### src/rtl/chunk_loader.sv
// rtl/chunk_loader.sv - frame loader: hunts for a sync byte, packs 4096 bytes into 1024 addressed 32-bit chunk writes
// Aborts a frame when the gap between accepted bytes reaches TIMEOUT_CYCLES.
module chunk_loader #(
  parameter logic [7:0] SYNC_BYTE      = 8'hA5,
  parameter int         TIMEOUT_CYCLES = 50000
) (
  input  logic        clk,
  input  logic        reset_n,
  input  logic [7:0]  in_data,
  input  logic        in_valid,
  output logic        in_ready,
  output logic [31:0] chunk_data,
  output logic [3:0]  chunk_addr,
  output logic [3:0]  row_data_row_addr,
  output logic [1:0]  row_data_panel_addr,
  output logic        chunk_write_enable,
  output logic        frame_done,
  output logic        frame_error,
  output logic        busy
);

  typedef enum logic [1:0] {HUNT, DATA, DONE} state_t;

  localparam logic [15:0] IDLE_LAST = 16'(TIMEOUT_CYCLES - 1);

  state_t      state, state_next;
  logic        ready_en;
  logic [11:0] byte_cnt;
  logic [23:0] asm_q;
  logic [15:0] idle_cnt;
  logic        xfer;
  logic        chunk_done;
  logic        last_byte;
  logic        timeout_hit;

  // ready_en keeps in_ready low until the first edge after reset release
  assign in_ready    = ready_en && (state != DONE);
  assign busy        = (state == DATA);
  assign xfer        = in_valid && in_ready;
  assign chunk_done  = (state == DATA) && xfer && (byte_cnt[1:0] == 2'b11);
  assign last_byte   = (byte_cnt == 12'hFFF);
  assign timeout_hit = (state == DATA) && !xfer && (idle_cnt == IDLE_LAST);

  always_comb begin
    state_next = state;
    case (state)
      HUNT: if (xfer && in_data == SYNC_BYTE) state_next = DATA;
      DATA: begin
        if (xfer && last_byte)  state_next = DONE;
        else if (timeout_hit)   state_next = HUNT;
      end
      DONE:    state_next = HUNT;
      default: state_next = HUNT;
    endcase
  end

  always_ff @(posedge clk or negedge reset_n) begin
    if (!reset_n) begin
      state               <= HUNT;
      ready_en            <= 1'b0;
      byte_cnt            <= '0;
      asm_q               <= '0;
      idle_cnt            <= '0;
      chunk_data          <= '0;
      chunk_addr          <= '0;
      row_data_row_addr   <= '0;
      row_data_panel_addr <= '0;
      chunk_write_enable  <= 1'b0;
      frame_done          <= 1'b0;
      frame_error         <= 1'b0;
    end else begin
      state              <= state_next;
      ready_en           <= 1'b1;
      chunk_write_enable <= chunk_done;
      frame_done         <= chunk_done && last_byte;
      frame_error        <= timeout_hit;

      // byte_cnt is the byte index in the frame; its upper bits are the chunk address
      if (chunk_done) begin
        chunk_data          <= {asm_q, in_data};
        chunk_addr          <= byte_cnt[5:2];
        row_data_row_addr   <= byte_cnt[9:6];
        row_data_panel_addr <= byte_cnt[11:10];
      end

      if (state == DATA) begin
        if (xfer) begin
          asm_q    <= {asm_q[15:0], in_data};
          byte_cnt <= byte_cnt + 12'd1;
          idle_cnt <= '0;
        end else if (timeout_hit) begin
          asm_q    <= '0;
          byte_cnt <= '0;
          idle_cnt <= '0;
        end else begin
          idle_cnt <= idle_cnt + 16'd1;
        end
      end else begin
        asm_q    <= '0;
        byte_cnt <= '0;
        idle_cnt <= '0;
      end
    end
  end

endmodule

### config.mk
export PLATFORM = sky130hd
export DESIGN_NAME = chunk_loader
export DESIGN_NICKNAME = d
export VERILOG_FILES = /design/src/rtl/chunk_loader.sv
export SDC_FILE = /design/constraint.sdc
export NUM_CORES = 1
export LEC_CHECK = 0
export CAP_MARGIN = 20
export CORE_ASPECT_RATIO = 1.25
export CORE_MARGIN = 10
export CORE_UTILIZATION = 54
export DETAILED_ROUTE_END_ITERATION = 8
export PLACE_DENSITY = 0.79
export SYNTH_ARGS = -nofsm -noshare
export SYNTH_HDL_FRONTEND = slang
export SYNTH_SLANG_ARGS = --single-unit
### constraint.sdc
create_clock -name clk -period 2.4 [get_ports clk]
set_input_delay 0.48 -clock clk [delete_from_list [all_inputs] [get_ports clk]]
set_output_delay 0.48 -clock clk [all_outputs]
set_load 0.05 [all_outputs]
# --- After elaboration in Yosys (flattened, before gate mapping) ---
# Cells that the tools add are included.
totals:
  ff_bits: 100
  word_cells: 48
op_classes:
  n_mux: 13
  reduce_logical: 12
  addsub: 2
  eq_ne: 9
ops:
  columns: ["cell", "n"]
  rows:
  - ["24-bit 2-to-1 mux", 3]
  - ["16-bit 2-to-1 mux", 3]
  - ["12-bit 2-to-1 mux", 3]
  - ["16-bit by 1-bit adder with 16-bit output, second input constant", 1]
  - ["16-bit == test, second input constant", 1]
  - ["12-bit by 1-bit adder with 12-bit output, second input constant", 1]
  - ["12-bit == test, second input constant", 1]
  - ["1-bit logical AND", 9]
  - ["8-bit == test, second input constant", 1]
  - ["2-bit 2-to-1 mux", 3]
  - ["3-bit by 1-bit inequality test with 1-bit output, second input constant", 2]
  - ["2-bit inequality test, second input constant", 2]
  - ["2-bit case mux with 2 select lines", 1]
  - ["2-bit by 1-bit == test with 1-bit output, second input constant", 1]
  - ["2-bit == test, second input constant", 1]
  - ["2-bit zero test", 1]
  - ["2-bit AND reduction", 1]
  - ["1-bit zero test", 1]

# --- Logic depth before layout (Yosys ltp) ---
# Gate-level depths: netlist of the first run.
logic_depth:
  ltp_word: 9
  ltp_mapped: 6
  depth_no_buf: 5

# --- Worst setup path before layout of the first run ---
# Ideal clock, no wire load.
synth_path:
  path_type: "flip-flop to output port"
  from: "register state[1]"
  to: "output in_ready"
  slack_ns: 0.376
  required_time_ns: 1.920
  n_path_buf: 0
  stages_incl_launch_ff: 2
  arrival_time_ns: 1.544
  path_cell_list: "dfrtp_1 a21boi_0"
synth_between:
  elab_chain_len: 2
synth_rtl:
  columns: ["element", "line", "source"]
  rows:
  - ["from (decl)", "26", "state_t state, state_next;"]
  - ["from (signal assigned)", "72", "state <= state_next;"]
  - ["2-bit inequality test", "37", "assign in_ready = ready_en && (state != DONE);"]
  - ["1-bit logical AND", "37", null]
  - ["to (decl)", "11", "output logic in_ready,"]
# Every way passes these cells.

# --- Final worst setup path of the first run ---
layout_path:
  from: "register row_data_panel_addr[1]"
  to: "output row_data_panel_addr[1]"
layout_lines:
  columns: ["element", "line", "source"]
  rows:
  - ["from (decl)", "15", "output logic [1:0] row_data_panel_addr,"]
  - ["from (signal assigned)", "83", "row_data_panel_addr <= byte_cnt[11:10];"]
# No word-level cell between the ends.

==> run_results.csv, run 1 <==
group,metric,value,unit
power,p_int,0.00212,W
timing,whs,0.125,ns
drt,drc_errors,0,
logic_synthesis,synth.yosys.warnings,0,
logic_synthesis,postSynthAreaPerCell,12.9,sq um
layout,multiInputGateArea,1480,sq um
drt,dr.pass1.iters,4,
clock_network,clk_pin_slew,0.10,ns
logic_synthesis,synth-seq-cells,100,
critical_path,cp.depth,1,
timing,worst_pin_slew,0.532,ns
critical_path,path_delay_family,"buffers and inverters",
timing,min_period,2.06,ns
power,cellPowerDensity,571,nW/um^2
grt,antenna_found_initial,0,
logic_synthesis,synth_nets,328,
clock_network,clock_latency,0.38,ns
drt,drtIter0Drc,166,
critical_path,r2r_start,"idle_cnt[0]",
layout,finalCoreUtilization,67.2,%
power,p_seq_share,59.9,%
die,rows,35,
timing,hold_violations,0,
power,p_comb_share,3.3,%
placement,gp_congestion,0.790,
timing,max_freq,485,MHz
timing,setup_viol,0,
critical_path,critPathCaptureType,"primary output",
logic_synthesis,synth-seq-area-share,61.7,%
clock_network,cts_setup_buffers,0,
clock_network,cts.htree.levels,3,
grt,grt_max_degree,101,
min_path,hold_class,"in -> async",
power,p_switching,0.000700,W
logic_synthesis,yosysMostFrequentCell,"dfrtp_1",
layout,final_cell_count_no_fill,474,
timing,period_share,85.9,%
clock_network,cts_root_buffer,"clkbuf_8",
power,finalPower,0.00282,W
die,dieArea,11400,sq um
die,start_util,55.1,%
drt,wl_per_cell,17.7,um
critical_path,slowest_stage,"clkdlybuf4s50_1",
logic_synthesis,synthDominantAreaCellType,"dfrtp_1",
drt,detailroute.via_count,2734,
clock_network,cts_inserted_buffers,9,
power,p_clk_share,36.8,%
drt,viasPerCell,5.77,
timing,final_max_slew_viol_count,0,
logic_synthesis,synthTopCellsByCount,"dfrtp_1 (100), mux2_2 (41), nor2_1 (32)",
placement,post-place-cells,458,
drt,drtAntennaViolNets,0,
grt,grt_usage,15.0,%
timing,relSlewSlack,64.4,%
placement,post-dp-hpwl,5800,um
critical_path,r2r_cells,5,
grt,grt_pass1_wl,14100,um
power,max-vdd-ir-drop,0.000363,V
layout,regArea,2500,sq um
critical_path,cp_data_required_time,1.92,ns
clock_network,cts.sinks,100,
status,status,"finished, final reports clean",
logic_synthesis,synthArstFlopShare,100,%
timing,rsz0062_at_grt,"no",
power,power.leakage,2.31,nW
logic_synthesis,synth_area_leaders,"dfrtp_1 (62%), mux2_2 (11%), a22o_1 (6.0%), nor2_1 (3.0%), xnor2_1 (2.6%)",
logic_synthesis,synth_top_area_share,61.7,%
layout,syn_to_final_growth,22.0,%
power,swShare,24.8,%
critical_path,r2r_slack,0.41,ns
drt,drt_wl_total,8390,um
critical_path,path_buf_inv,1,
placement,port_buffers,57,
logic_synthesis,synth_cell_type_count,36,
grt,grt_pass1_vias,2791,
flow_run,maxCapViolations,0,
logic_synthesis,syn_inst,315,
clock_network,max-clock-path-buffers,2,
critical_path,cp-startpoint,"row_data_panel_addr[1]",
layout,nNetsFinal,390,
die,die_w,97.5,um
die,die_y,117,um
clock_network,cts_tree,"done",
die,core-area,7360,sq um
critical_path,crit_path_start_kind,"flop",
critical_path,crit_chain,"clkdlybuf4s50_1",
grt,grt-ovfl-total,0,
critical_path,path_max_fanout,2,
layout,post_route_cells_drive_above_1_share,18.3,%
layout,num-fill-cells,558,
critical_path,r2r-end,"byte_cnt[8]",
logic_synthesis,synth_edf_count,0,
critical_path,cp_data_arrival_time,1.58,ns
layout,antenna_cells,0,
logic_synthesis,synth_flop_cell,"dfrtp_1",
timing,setup_tns,0,ns
logic_synthesis,synth_area,4060,sq um
timing,finalClockSkew,0.0150,ns
die,num_io_pins,58,
critical_path,cpPeakStageDelay,0.82,ns
critical_path,critPathKind,"reg -> out",
[sequential cells by signal (all words and copies together) (netlist names)]
register and flops:
chunk_data 32, asm_q 24, idle_cnt 16, byte_cnt 12
chunk_addr 4, row_data_row_addr 4, row_data_panel_addr 2, state 2
chunk_write_enable 1, frame_done 1, frame_error 1, ready_en 1
[worst max-delay path by stage]
stage | endpoint | slack (ns)
after floorplan | in_ready | 0.38
after global routing | byte_cnt[8] | 0.27
after CTS | busy | 0.02
final | row_data_panel_addr[1] | 0.34
after global placement | row_data_row_addr[0] | 0.28
after detailed placement | row_data_panel_addr[0] | 0.18
[power groups by stage]
| stage | sequential, W | clock [W] | combinational (W) |
|---|---|---|---|
| 2_1_floorplan | 0.00172 | 0 | 0.0000276 |
| 3_3_place_gp | 0.00172 | 0 | 0.0000937 |
| 3_5_place_dp | 0.00172 | 0 | 0.0000955 |
| 4_1_cts | 0.00169 | 0.00106 | 0.0000956 |
| 5_1_grt | 0.00169 | 0.00113 | 0.000104 |
| 6_report | 0.00169 | 0.00104 | 0.0000927 |
[layer usage]
metal,track usage (%),part of all wire (%),up-vias
met1,18.8,42,1376
met3,4.11,7.0,11
met4,6.21,1.8,0
met5,0,0,-
met2,24.1,49,85
li1,-,-,1262
[cell families (layout without fill, tap and decap cells)]
logic type / after synthesis / count (layout) / share of synthesized area [%]
flops: 100 / 100 / 61.7
simple gates: 92 / 92 / 11.8
compound gates: 45 / 45 / 8.76
mux: 41 / 41 / 11.4
xor+xnor: 17 / 17 / 3.67
buf+inv: 17 / 84 / 2.00
fa+ha+maj: 2 / 2 / 0.617
other cells: 1 / 1 / 0.0924
[cell usage in the layout (no fill, tap or decap), types with 2 or more instances in the layout]
| master | count |
|---|---|
| a22o_1 | 28 |
| a31oi_1 | 4 |
| and2_1 | 2 |
| and3_1 | 6 |
| and4bb_2 | 2 |
| buf_12 | 2 |
| buf_4 | 5 |
| clkbuf_8 | 9 |
| clkdlybuf4s50_1 | 54 |
| clkinv_4 | 3 |
| dfrtp_1 | 100 |
| dlymetal6s2s_1 | 2 |
| ha_1 | 2 |
| inv_1 | 5 |
| inv_8 | 3 |
| mux2_2 | 41 |
| nand2_1 | 16 |
| nand3_1 | 9 |
| nand4_1 | 7 |
| nor2_1 | 32 |
| nor3_1 | 6 |
| nor4_1 | 4 |
| o21ai_0 | 6 |
| xnor2_1 | 12 |
| xor2_1 | 5 |
[stage by stage]
stage | area [sq um] | setup slack (ns)
after global placement | 4750 | 0.275
after CTS | 4940 | 0.0209
after floorplan | 4060 | 0.376
after global routing | 4950 | 0.267
final | 4950 | 0.337
after detailed placement | 4750 | 0.183
[what timing repair did]
action / in CTS / in global routing
endpoints found under the setup margin: 0 / 2
hold buffers: 0 / 0
resized for setup: 0 / 2
[final cells by class]
cell class | instances | share of cell area [%]
repair buffers | 63 | 13.0
well taps | 92 | 2.33
inverters | 5 | 0.379
multi-input cells | 198 | 29.8
clock buffers | 9 | 2.50
flip-flops and latches | 100 | 50.6
clock inverters | 7 | 1.39
No activity file was read; power rests on OpenSTA's default activity.
==> run 2: changes to the inputs <==
Settings changed: CORE_MARGIN 10 to 1.5, SKIP_LAST_GASP from default to 1.
==> run_results.csv, run 2 (synthesis results as in run 1) <==
group,metric,value,unit
power,p_switching,0.000652,W
timing,finalClockSkew,0.0118,ns
power,p_seq_share,59.1,%
critical_path,cp_data_required_time,1.92,ns
drt,detailroute.via_count,2762,
layout,nNetsFinal,393,
power,swShare,22.8,%
clock_network,cts_tree,"done",
power,power.leakage,2.31,nW
timing,setup_tns,0,ns
grt,grt_pass1_wl,13600,um
min_path,hold_start,"idle_cnt[0]",
layout,final_common_cell,"dfrtp_1",
status,status,"finished, final reports clean",
grt,grt_max_degree,55,
clock_network,cts.htree.levels,3,
drt,highest_layer,"met4",
timing,relSlewSlack,65.3,%
timing,setup_viol,0,
drt,dr_wl_met3,355,um
timing,hold_violations,0,
clock_network,cts_inserted_buffers,9,
placement,post-dp-hpwl,5610,um
power,p_int,0.00221,W
drt,wl_met2,4030,um
grt,grt_pass1_vias,2724,
die,die_y,99.9,um
critical_path,path_max_fanout,6,
critical_path,crit_path_start_kind,"flop",
die,rows,35,
drt,dr.pass1.iters,4,
drt,drtIter0Drc,200,
layout,reg_top3,"chunk_data x32, asm_q x24, idle_cnt x16",
timing,rsz0062_at_grt,"no",
drt,drt-met1-wl,3460,um
layout,regArea,2500,sq um
critical_path,cp-startpoint,"state[1]",
layout,multiInputGateArea,1480,sq um
critical_path,r2r_start,"idle_cnt[0]",
placement,port_buffers,57,
layout,num-fill-cells,525,
die,die_w,80.5,um
drt,drtAntennaViolNets,0,
timing,final_max_slew_viol_count,0,
drt,viasPerCell,5.79,
clock_network,cts.sinks,100,
grt,grt_usage,22.2,%
drt,drt_wl_total,7960,um
min_path,hold_class,"reg -> reg",
layout,syn_to_final_growth,22.4,%
timing,whs,0.468,ns
layout,largest_reg_flops,32,
layout,final_cell_mix,"dfrtp_1 (100), clkdlybuf4s50_1 (55), mux2_2 (41)",
drt,wl_per_cell,16.7,um
power,p_clk_share,37.7,%
timing,period_share,95.5,%
clock_network,cts_root_buffer,"clkbuf_8",
layout,top_register,"chunk_data",
timing,min_period,2.29,ns
grt,grt-ovfl-total,0,
power,p_comb_share,3.3,%
flow_run,maxCapViolations,0,
layout,post_route_cells_drive_above_1_share,18.4,%
placement,dpl-instance-area,4750,sq um
power,finalPower,0.00286,W
die,num_io_pins,58,
timing,max_freq,436,MHz
power,max-vdd-ir-drop,0.000357,V
power,cellPowerDensity,576,nW/um^2
die,core-area,7310,sq um
clock_network,clk_pin_slew,0.09,ns
layout,fin_area,4970,sq um
die,dieArea,8040,sq um
critical_path,critPathKind,"reg -> out",
grt,antenna_found_initial,0,
die,start_util,55.5,%
clock_network,cts_setup_buffers,0,
layout,antenna_cells,0,
critical_path,cp_data_arrival_time,1.81,ns
placement,gp_congestion,0.825,
clock_network,max-clock-path-buffers,2,
critical_path,critPathCaptureType,"primary output",
drt,drc_errors,0,
timing,worst_pin_slew,0.516,ns
clock_network,clock_latency,0.36,ns
-- run 2: changes by cell type in the layout (fill, tap and decap cells not counted) --
cell / change
buf_12: -1
buf_4: +3
bufinv_16: +1
clkbuf_1: +1
clkdlybuf4s50_1: +1
clkinv_4: +1
dlygate4sd3_1: +1
dlymetal6s2s_1: -1
inv_8: -3
-- run 2: through the flow --
stage / instances / setup slack (ns) / utilization [%]
2_1_floorplan: 315 / 0.376 / -
3_3_place_gp: 460 / 0.256 / 65.0
3_5_place_dp: 460 / 0.0963 / 65.0
4_1_cts: 477 / 0.0676 / 67.9
5_1_grt: 477 / 0.0421 / 67.9
6_report: 477 / 0.108 / 67.9
-- run 2: final cells by class --
class	count	share of cell area (%)
Sequential cell	100	50.4
Multi-Input combinational cell	198	29.7
Timing Repair Buffer	66	13.2
Clock buffer	10	2.57
Tap cell	92	2.32
Clock inverter	6	1.49
Inverter	5	0.378
-- run 2: routing by layer --
metal  vias up  track usage (%)
met5         -                0
met2        71             35.3
met3        11             4.55
met1      1406             30.8
met4         0             7.16
li1       1274                -
-- run 2: path summary, 6_finish.rpt --
path / cells after the start / slack, ns / endpoint
max: 2 / 0.11 / in_ready
min: 1 / 0.47 / idle_cnt[0]
max reg2reg: 5 / 0.48 / byte_cnt[8]
min reg2reg: 1 / 0.47 / idle_cnt[0]
max in group asynchronous: 3 / 1.22 / byte_cnt[10]
min in group asynchronous: 2 / 0.53 / idle_cnt[7]
-- run 2: timing repair --
action	4_1_cts	5_1_grt
resized for setup	0	1
endpoints found under the setup margin	0	1
endpoints found under the hold margin	17	0
hold buffers	1	0
-- run 2: power groups by stage --
stage | logic [W] | registers, W | clock network (W)
6_report | 0.0000939 | 0.00169 | 0.00108
5_1_grt | 0.000107 | 0.00169 | 0.00118
4_1_cts | 0.0000969 | 0.00169 | 0.00110
3_5_place_dp | 0.0000951 | 0.00172 | 0
3_3_place_gp | 0.0000945 | 0.00172 | 0
2_1_floorplan | 0.0000276 | 0.00172 | 0
-- run 2: critical path: stages, from the launching register on --
cell	delay, ns
dfrtp_1	0.44
a21boi_0	0.19
clkdlybuf4s50_1	0.82
